**src/rtl/cpu_pkg.sv**
```systemverilog
// Shared opcode map, step-state encoding and control-strobe bundle for the
// hardwired control sequencer.
package cpu_pkg;

  localparam int OPCODE_W = 5;

  localparam logic [OPCODE_W-1:0] OP_LD   = 5'b00000;
  localparam logic [OPCODE_W-1:0] OP_LDI  = 5'b00001;
  localparam logic [OPCODE_W-1:0] OP_ST   = 5'b00010;
  localparam logic [OPCODE_W-1:0] OP_ADD  = 5'b00011;
  localparam logic [OPCODE_W-1:0] OP_SUB  = 5'b00100;
  localparam logic [OPCODE_W-1:0] OP_AND  = 5'b00101;
  localparam logic [OPCODE_W-1:0] OP_OR   = 5'b00110;
  localparam logic [OPCODE_W-1:0] OP_ADDI = 5'b01100;
  localparam logic [OPCODE_W-1:0] OP_ANDI = 5'b01101;
  localparam logic [OPCODE_W-1:0] OP_ORI  = 5'b01110;
  localparam logic [OPCODE_W-1:0] OP_BR   = 5'b10010;
  localparam logic [OPCODE_W-1:0] OP_JR   = 5'b10011;
  localparam logic [OPCODE_W-1:0] OP_NOP  = 5'b11010;
  localparam logic [OPCODE_W-1:0] OP_HALT = 5'b11011;

  typedef enum logic [3:0] {
    T0, T1, T2, T3, T4, T5, T6, T7, HALT
  } step_t;

  typedef struct packed {
    logic pc_out;
    logic pc_in;
    logic inc_pc;
    logic mar_in;
    logic mdr_in;
    logic mdr_out;
    logic ir_in;
    logic y_in;
    logic z_in;
    logic zlow_out;
    logic c_out;
    logic read;
    logic write;
    logic gra;
    logic grb;
    logic grc;
    logic r_in;
    logic r_out;
    logic ba_out;
    logic con_in;
  } ctrl_t;

  function automatic logic is_alu_rr(input logic [OPCODE_W-1:0] op);
    return op inside {OP_ADD, OP_SUB, OP_AND, OP_OR};
  endfunction

  function automatic logic is_alu_imm(input logic [OPCODE_W-1:0] op);
    return op inside {OP_ADDI, OP_ANDI, OP_ORI};
  endfunction

  // Opcodes whose T3-T4 form the base+displacement address.
  function automatic logic is_addr(input logic [OPCODE_W-1:0] op);
    return op inside {OP_LDI, OP_LD, OP_ST};
  endfunction

  function automatic logic is_supported(input logic [OPCODE_W-1:0] op);
    return is_alu_rr(op) || is_alu_imm(op) || is_addr(op) ||
           (op inside {OP_BR, OP_JR, OP_NOP, OP_HALT});
  endfunction

endpackage

```
**src/rtl/mem_wait_timer.sv**
```systemverilog
// Counts cycles spent waiting in a memory step; flags timeout when the count
// reaches MEM_TIMEOUT and memory still has not answered.
module mem_wait_timer #(
  parameter int unsigned MEM_TIMEOUT = 15
) (
  input  logic clock,
  input  logic reset_n,
  input  logic active,
  input  logic mem_ready,
  output logic timeout
);

  localparam int unsigned CNT_W = (MEM_TIMEOUT < 1) ? 1 : $clog2(MEM_TIMEOUT + 1);

  logic [CNT_W-1:0] count;

  assign timeout = active && !mem_ready && (count == CNT_W'(MEM_TIMEOUT));

  // Any cycle that is not a held wait (ready, timeout, or outside a step) clears.
  always_ff @(posedge clock or negedge reset_n) begin
    if (!reset_n) begin
      count <= '0;
    end else if (active && !mem_ready && !timeout) begin
      count <= count + CNT_W'(1);
    end else begin
      count <= '0;
    end
  end

endmodule

```
**src/rtl/control_sequencer.sv**
```systemverilog
// Hardwired control unit: fetch T0-T2, opcode-specific T3-T7, memory wait
// states with timeout, and a HALT state left only through reset.
module control_sequencer
  import cpu_pkg::*;
#(
  parameter int OP_W        = 5,
  parameter int MEM_TIMEOUT = 15
) (
  input  logic            clock,
  input  logic            reset_n,
  input  logic [OP_W-1:0] OP,
  input  logic            CON_out,
  input  logic            mem_ready,
  output logic            PCout,
  output logic            PCin,
  output logic            IncPC,
  output logic            MARin,
  output logic            MDRin,
  output logic            MDRout,
  output logic            IRin,
  output logic            Yin,
  output logic            Zin,
  output logic            Zlowout,
  output logic            Cout,
  output logic            Read,
  output logic            Write,
  output logic            Gra,
  output logic            Grb,
  output logic            Grc,
  output logic            Rin,
  output logic            Rout,
  output logic            BAout,
  output logic            CONin,
  output logic [OP_W-1:0] alu_op,
  output logic            run,
  output logic            illegal_op,
  output logic            bus_error
);

  step_t                state;
  step_t                state_next;
  logic [OPCODE_W-1:0]  op;
  ctrl_t                ctrl;
  ctrl_t                ctrl_out;
  logic                 alu_add;
  logic                 mem_step;
  logic                 timeout;

  assign op = OPCODE_W'(OP);

  always_comb begin
    ctrl    = '0;
    alu_add = 1'b0;
    case (state)
      T0: begin
        ctrl.pc_out = 1'b1; ctrl.mar_in = 1'b1; ctrl.inc_pc = 1'b1; ctrl.z_in = 1'b1;
        alu_add = 1'b1;
      end
      T1: begin
        ctrl.zlow_out = 1'b1; ctrl.pc_in = 1'b1; ctrl.read = 1'b1; ctrl.mdr_in = 1'b1;
      end
      T2: begin
        ctrl.mdr_out = 1'b1; ctrl.ir_in = 1'b1;
      end
      T3: begin
        if (is_alu_rr(op) || is_alu_imm(op)) begin
          ctrl.grb = 1'b1; ctrl.r_out = 1'b1; ctrl.y_in = 1'b1;
        end else if (is_addr(op)) begin
          ctrl.grb = 1'b1; ctrl.ba_out = 1'b1; ctrl.y_in = 1'b1;
        end else if (op == OP_BR) begin
          ctrl.gra = 1'b1; ctrl.r_out = 1'b1; ctrl.con_in = 1'b1;
        end else if (op == OP_JR) begin
          ctrl.gra = 1'b1; ctrl.r_out = 1'b1; ctrl.pc_in = 1'b1;
        end
      end
      T4: begin
        if (is_alu_rr(op)) begin
          ctrl.grc = 1'b1; ctrl.r_out = 1'b1; ctrl.z_in = 1'b1;
        end else if (is_alu_imm(op)) begin
          ctrl.c_out = 1'b1; ctrl.z_in = 1'b1;
        end else if (is_addr(op)) begin
          ctrl.c_out = 1'b1; ctrl.z_in = 1'b1;
          alu_add = 1'b1;
        end else if (op == OP_BR) begin
          ctrl.pc_out = 1'b1; ctrl.y_in = 1'b1;
        end
      end
      T5: begin
        if (is_alu_rr(op) || is_alu_imm(op) || op == OP_LDI) begin
          ctrl.zlow_out = 1'b1; ctrl.gra = 1'b1; ctrl.r_in = 1'b1;
        end else if (op == OP_LD || op == OP_ST) begin
          ctrl.zlow_out = 1'b1; ctrl.mar_in = 1'b1;
        end else if (op == OP_BR) begin
          ctrl.c_out = 1'b1; ctrl.z_in = 1'b1;
          alu_add = 1'b1;
        end
      end
      T6: begin
        if (op == OP_LD) begin
          ctrl.read = 1'b1; ctrl.mdr_in = 1'b1;
        end else if (op == OP_ST) begin
          ctrl.gra = 1'b1; ctrl.r_out = 1'b1; ctrl.mdr_in = 1'b1;
        end else if (op == OP_BR) begin
          ctrl.zlow_out = 1'b1; ctrl.pc_in = CON_out;
        end
      end
      T7: begin
        if (op == OP_LD) begin
          ctrl.mdr_out = 1'b1; ctrl.gra = 1'b1; ctrl.r_in = 1'b1;
        end else if (op == OP_ST) begin
          ctrl.write = 1'b1;
        end
      end
      default: ;
    endcase
  end

  assign mem_step = run && ((state == T1) ||
                            (state == T6 && op == OP_LD) ||
                            (state == T7 && op == OP_ST));

  mem_wait_timer #(
    .MEM_TIMEOUT(MEM_TIMEOUT)
  ) u_mem_wait_timer (
    .clock    (clock),
    .reset_n  (reset_n),
    .active   (mem_step),
    .mem_ready(mem_ready),
    .timeout  (timeout)
  );

  always_comb begin
    state_next = state;
    case (state)
      T0: state_next = T1;
      T1: begin
        if (mem_ready)    state_next = T2;
        else if (timeout) state_next = HALT;
      end
      T2: state_next = T3;
      T3: begin
        if (op == OP_HALT)
          state_next = HALT;
        else if (is_alu_rr(op) || is_alu_imm(op) || is_addr(op) || op == OP_BR)
          state_next = T4;
        else
          state_next = T0;
      end
      T4: state_next = T5;
      T5: state_next = (op == OP_LD || op == OP_ST || op == OP_BR) ? T6 : T0;
      T6: begin
        if (op == OP_LD) begin
          if (mem_ready)    state_next = T7;
          else if (timeout) state_next = HALT;
        end else if (op == OP_ST) begin
          state_next = T7;
        end else begin
          state_next = T0;
        end
      end
      T7: begin
        if (op == OP_ST) begin
          if (mem_ready)    state_next = T0;
          else if (timeout) state_next = HALT;
        end else begin
          state_next = T0;
        end
      end
      HALT:    state_next = HALT;
      default: state_next = T0;
    endcase
  end

  // The first clock after reset release only raises run; T0 then starts with
  // run already high, so strobes can be qualified by run alone.
  always_ff @(posedge clock or negedge reset_n) begin
    if (!reset_n) begin
      state     <= T0;
      run       <= 1'b0;
      bus_error <= 1'b0;
    end else if (!run) begin
      if (state != HALT) run <= 1'b1;
    end else begin
      state <= state_next;
      run   <= (state_next != HALT);
      if (timeout) bus_error <= 1'b1;
    end
  end

  assign ctrl_out   = run ? ctrl : '0;
  assign illegal_op = run && (state == T3) && !is_supported(op);
  assign alu_op     = alu_add ? OP_W'(OP_ADD) : OP;

  assign PCout   = ctrl_out.pc_out;
  assign PCin    = ctrl_out.pc_in;
  assign IncPC   = ctrl_out.inc_pc;
  assign MARin   = ctrl_out.mar_in;
  assign MDRin   = ctrl_out.mdr_in;
  assign MDRout  = ctrl_out.mdr_out;
  assign IRin    = ctrl_out.ir_in;
  assign Yin     = ctrl_out.y_in;
  assign Zin     = ctrl_out.z_in;
  assign Zlowout = ctrl_out.zlow_out;
  assign Cout    = ctrl_out.c_out;
  assign Read    = ctrl_out.read;
  assign Write   = ctrl_out.write;
  assign Gra     = ctrl_out.gra;
  assign Grb     = ctrl_out.grb;
  assign Grc     = ctrl_out.grc;
  assign Rin     = ctrl_out.r_in;
  assign Rout    = ctrl_out.r_out;
  assign BAout   = ctrl_out.ba_out;
  assign CONin   = ctrl_out.con_in;

endmodule
```
**config.mk**
```make
export PLATFORM = sky130hd
export DESIGN_NAME = control_sequencer
export DESIGN_NICKNAME = d
export VERILOG_FILES = /design/src/rtl/cpu_pkg.sv /design/src/rtl/mem_wait_timer.sv /design/src/rtl/control_sequencer.sv
export SDC_FILE = /design/constraint.sdc
export NUM_CORES = 1
export LEC_CHECK = 0
export ABC_AREA = 0
export BUFFER_PORTS_ARGS = -buffer_cell sky130_fd_sc_hd__clkbuf_2
export CAP_MARGIN = 20
export CORE_AREA = 2 2 53 55
export CTS_CLUSTER_DIAMETER = 50
export DETAILED_ROUTE_END_ITERATION = 16
export DIE_AREA = 0 0 55 57
export PLACE_DENSITY = 0.85
export SLEW_MARGIN = 20
export SYNTH_ARGS = -nofsm -noshare
export SYNTH_HDL_FRONTEND = slang
export SYNTH_SLANG_ARGS = --single-unit
```
**constraint.sdc**
```tcl
create_clock -name clock -period 2.15 [get_ports clock]
set_clock_uncertainty 0.1 [all_clocks]
set_input_delay 0.215 -clock clock [delete_from_list [all_inputs] [get_ports clock]]
set_output_delay 0.215 -clock clock [all_outputs]
set_load 0.01 [all_outputs]
```
==> reports/summary.txt <==
Antenna violations before repair: 0
Largest net degree at the start of global routing: 17
Reg-to-reg setup timing slack: -10 ps
Post-Synth XOR/XNOR Area: 3.38%
Fin worst setup slack: -84.4 ps
Top FF cell, synth: dfrtp_1
Least-Margin Pin Slew: 402 ps
Setup CP Type: reg -> out
Commonest non-fill, non-tap cell in the layout: buf_4
Largest family of logic cells by synthesized area: simple AND/OR/NAND/NOR gates
Critical R2R Capture: run$_DFF_PN0_
Mapped Area: 1300 µm²
Die area: 3140 µm²
Clock sinks: 10
Ant. Diodes: 0
Crit path max fanout: 4
Total number of vias: 1669
Violated checks: negative setup slack
Area of the multi-input gates: 1070 µm²
F_max: 0.448 GHz
Mux contribution to synthesized area: 0%
Post-synthesis cell type count: 55
Post-synth EDFFs: 0
Asr flop ratio synth: 100%
Final hold vios: 0
Crit path arrival time: 1920 ps
MaxCap Viol Count: 0
Adder-cell share of the synthesized area: 0.965%
CTS Buffer Depth: 2
Die Span X: 55 µm
Routed wire length: 4670 µm
Worst hold path type: in -> async
Placement Setup Slack: -9.61 ps
Post-DP Area: 1690 µm²
ANT nets after route: 0
Drt initial violations: 80
R2r startpoint: state[2]$_DFFE_PN0P_
Syn_nets: 182
Core Util, Final: 73.9%
Final nets: 253
Syn_area_per_cell: 7.54 µm²
Initial core utilization: 49.6%
Sequential cell area: 255 µm²
Worst-path cell chain: nand2b_4 -> or3_4 -> nor4_4 -> a211oi_2 -> nor4b_2 -> buf_2
PwrDens: 900 nW/µm²
# IOs: 37
VDD IR max: 0.859 mV
Simple-gate share of the synthesized area: 44.0%
Complex-gate fraction of the synthesized area: 25.1%
DIE HEIGHT: 57 µm
Crit share post-route: 104%
TritonRoute pass-1 iters: 4
TritonCTS clock tree: done
Wirelength per Cell: 17.1 µm
Vias in the first global route: 1604
Grt ovf: 0
RSZ-0062 raised after global routing: yes
Top post-synthesis cells by area: dfrtp_1 (19%), nor2_1 (6.7%), nor2b_1 (4.8%)
Skew-Pair Late Insertion Delay: 270 ps
Clock slew at reported path FFs: 70 ps
Setup TNS: -209 ps
DRC viols: 0
Leak pwr: 0.881 nW
DP Cell Count: 258
Post-layout instance area: 1930 µm²
Min Tclk post-route: 2230 ps
Core Area: 2620 µm²
#FFs+latches synth: 10
Outcome: complete, but fails checks
First-pass GRT wire length: 7530 µm
Share of the synthesized area in the top cell type: 19.3%
Critical path capture point type: primary output
Startpoint types: register
Crit-path slowest cell: dfrtp_2
Final Max Tran Viols: 0
Hold WS: 239 ps
Mapped Cells: 172
Crit path largest cell delay: 430 ps
CP required: 1840 ps
Num CTS Buffers: 3
Total power: 1.74 mW
Layout Cells excl Fill: 273
Seq/Total Area, Yosys: 19.3%
CP endpoint: Rout
Endpoints failing setup: 7
Cells on worst reg2reg path: 9
Via density: 6.11
Yosys top cell by area: dfrtp_1
Row Count: 19
Port bufs: 36
Layout area overhead: 49.1%
Ratio of cells with drive above 1 in the final layout: 47.5%
Yosys warns: 0
Detailed Place HPWL: 3210 µm
Total number of H-tree levels: 1
Routability cong.: 1.00
Relative slew slack: 73.1%
Fillers: 202
Overall routing resource usage: 32.9%
CP startpoint: state[3]$_DFFE_PN0P_
Clock Tree Root: clkbuf_4
Commonest cells after routing, fill and taps aside: buf_4 (43), clkbuf_2 (27), nor2_1 (22)
## cell usage after synthesis (5+ instances only)
| cell type | n |
|---|---|
| nor2b_1 | 10 |
| a21oi_1 | 9 |
| nor2_1 | 23 |
| dfrtp_1 | 10 |
| buf_2 | 6 |
| nand2_1 | 10 |
| nor3_1 | 8 |
| o21ai_0 | 7 |
| nand2b_1 | 5 |
| nand3_1 | 7 |
## critical path, delay by kind of cell (launching register included)
family | cells | cell delay (ps)
DFF | 1 | 430
buffers and inverters | 1 | 160
and+or+nand+nor | 4 | 980
AOI/OAI and AO/OA | 1 | 70
## sequential cells by signal, summed over array words and instances, names as in the netlist
name / cells
bus_error: 1
u_mem_wait_timer.count: 4
run: 1
state: 4
## where the power goes
part | internal (mW) | total, mW | switching, mW
logic | 0.616 | 1.29 | 0.678
registers | 0.223 | 0.274 | 0.0505
clock network | 0.103 | 0.172 | 0.0692
## timing repair
| action | in CTS | in global routing |
|---|---|---|
| pin swaps | 8 | 3 |
| setup endpoints to repair | 11 | 16 |
| resized for setup | 21 | 21 |
| hold endpoints to repair | 10 | 0 |
| hold buffers | 1 | 0 |
| buffers inserted | 10 | 0 |
## worst min-delay path by stage
| stage | start | end |
|---|---|---|
| 2_1_floorplan | reset_n | bus_error$_DFFE_PN0P_ |
| 3_3_place_gp | reset_n | state[1]$_DFFE_PN0P_ |
| 3_5_place_dp | reset_n | state[1]$_DFFE_PN0P_ |
| 4_1_cts | reset_n | run$_DFF_PN0_ |
| 5_1_grt | reset_n | bus_error$_DFFE_PN0P_ |
| 6_report | reset_n | run$_DFF_PN0_ |
## layout make-up
type | count | area share, %
sequential | 10 | 13.2
timing repair buffer | 80 | 26.5
tap | 31 | 2.01
inverter | 5 | 1.17
multi-input combinational | 143 | 55.2
clock buffer | 4 | 1.88
## routing by layer
metal / part of all wire (%) / global-route usage (%) / up-vias
met4: 3.7 / 15.7 / 0
met1: 40 / 42.5 / 771
met2: 49 / 53.4 / 105
li1: - / - / 773
met5: 0 / 0 / -
met3: 7.3 / 3.93 / 20
## cell families (layout without fill, tap and decap cells)
family | after synthesis | after routing
buffers and inverters | 19 | 89
AND/OR/NAND/NOR | 92 | 92
flip-flops | 10 | 10
XOR/XNOR | 5 | 5
adder cells (fa/ha/maj) | 1 | 1
AO/OA/AOI/OAI | 45 | 45
Note: power is estimated with default switching activity, not from simulation.
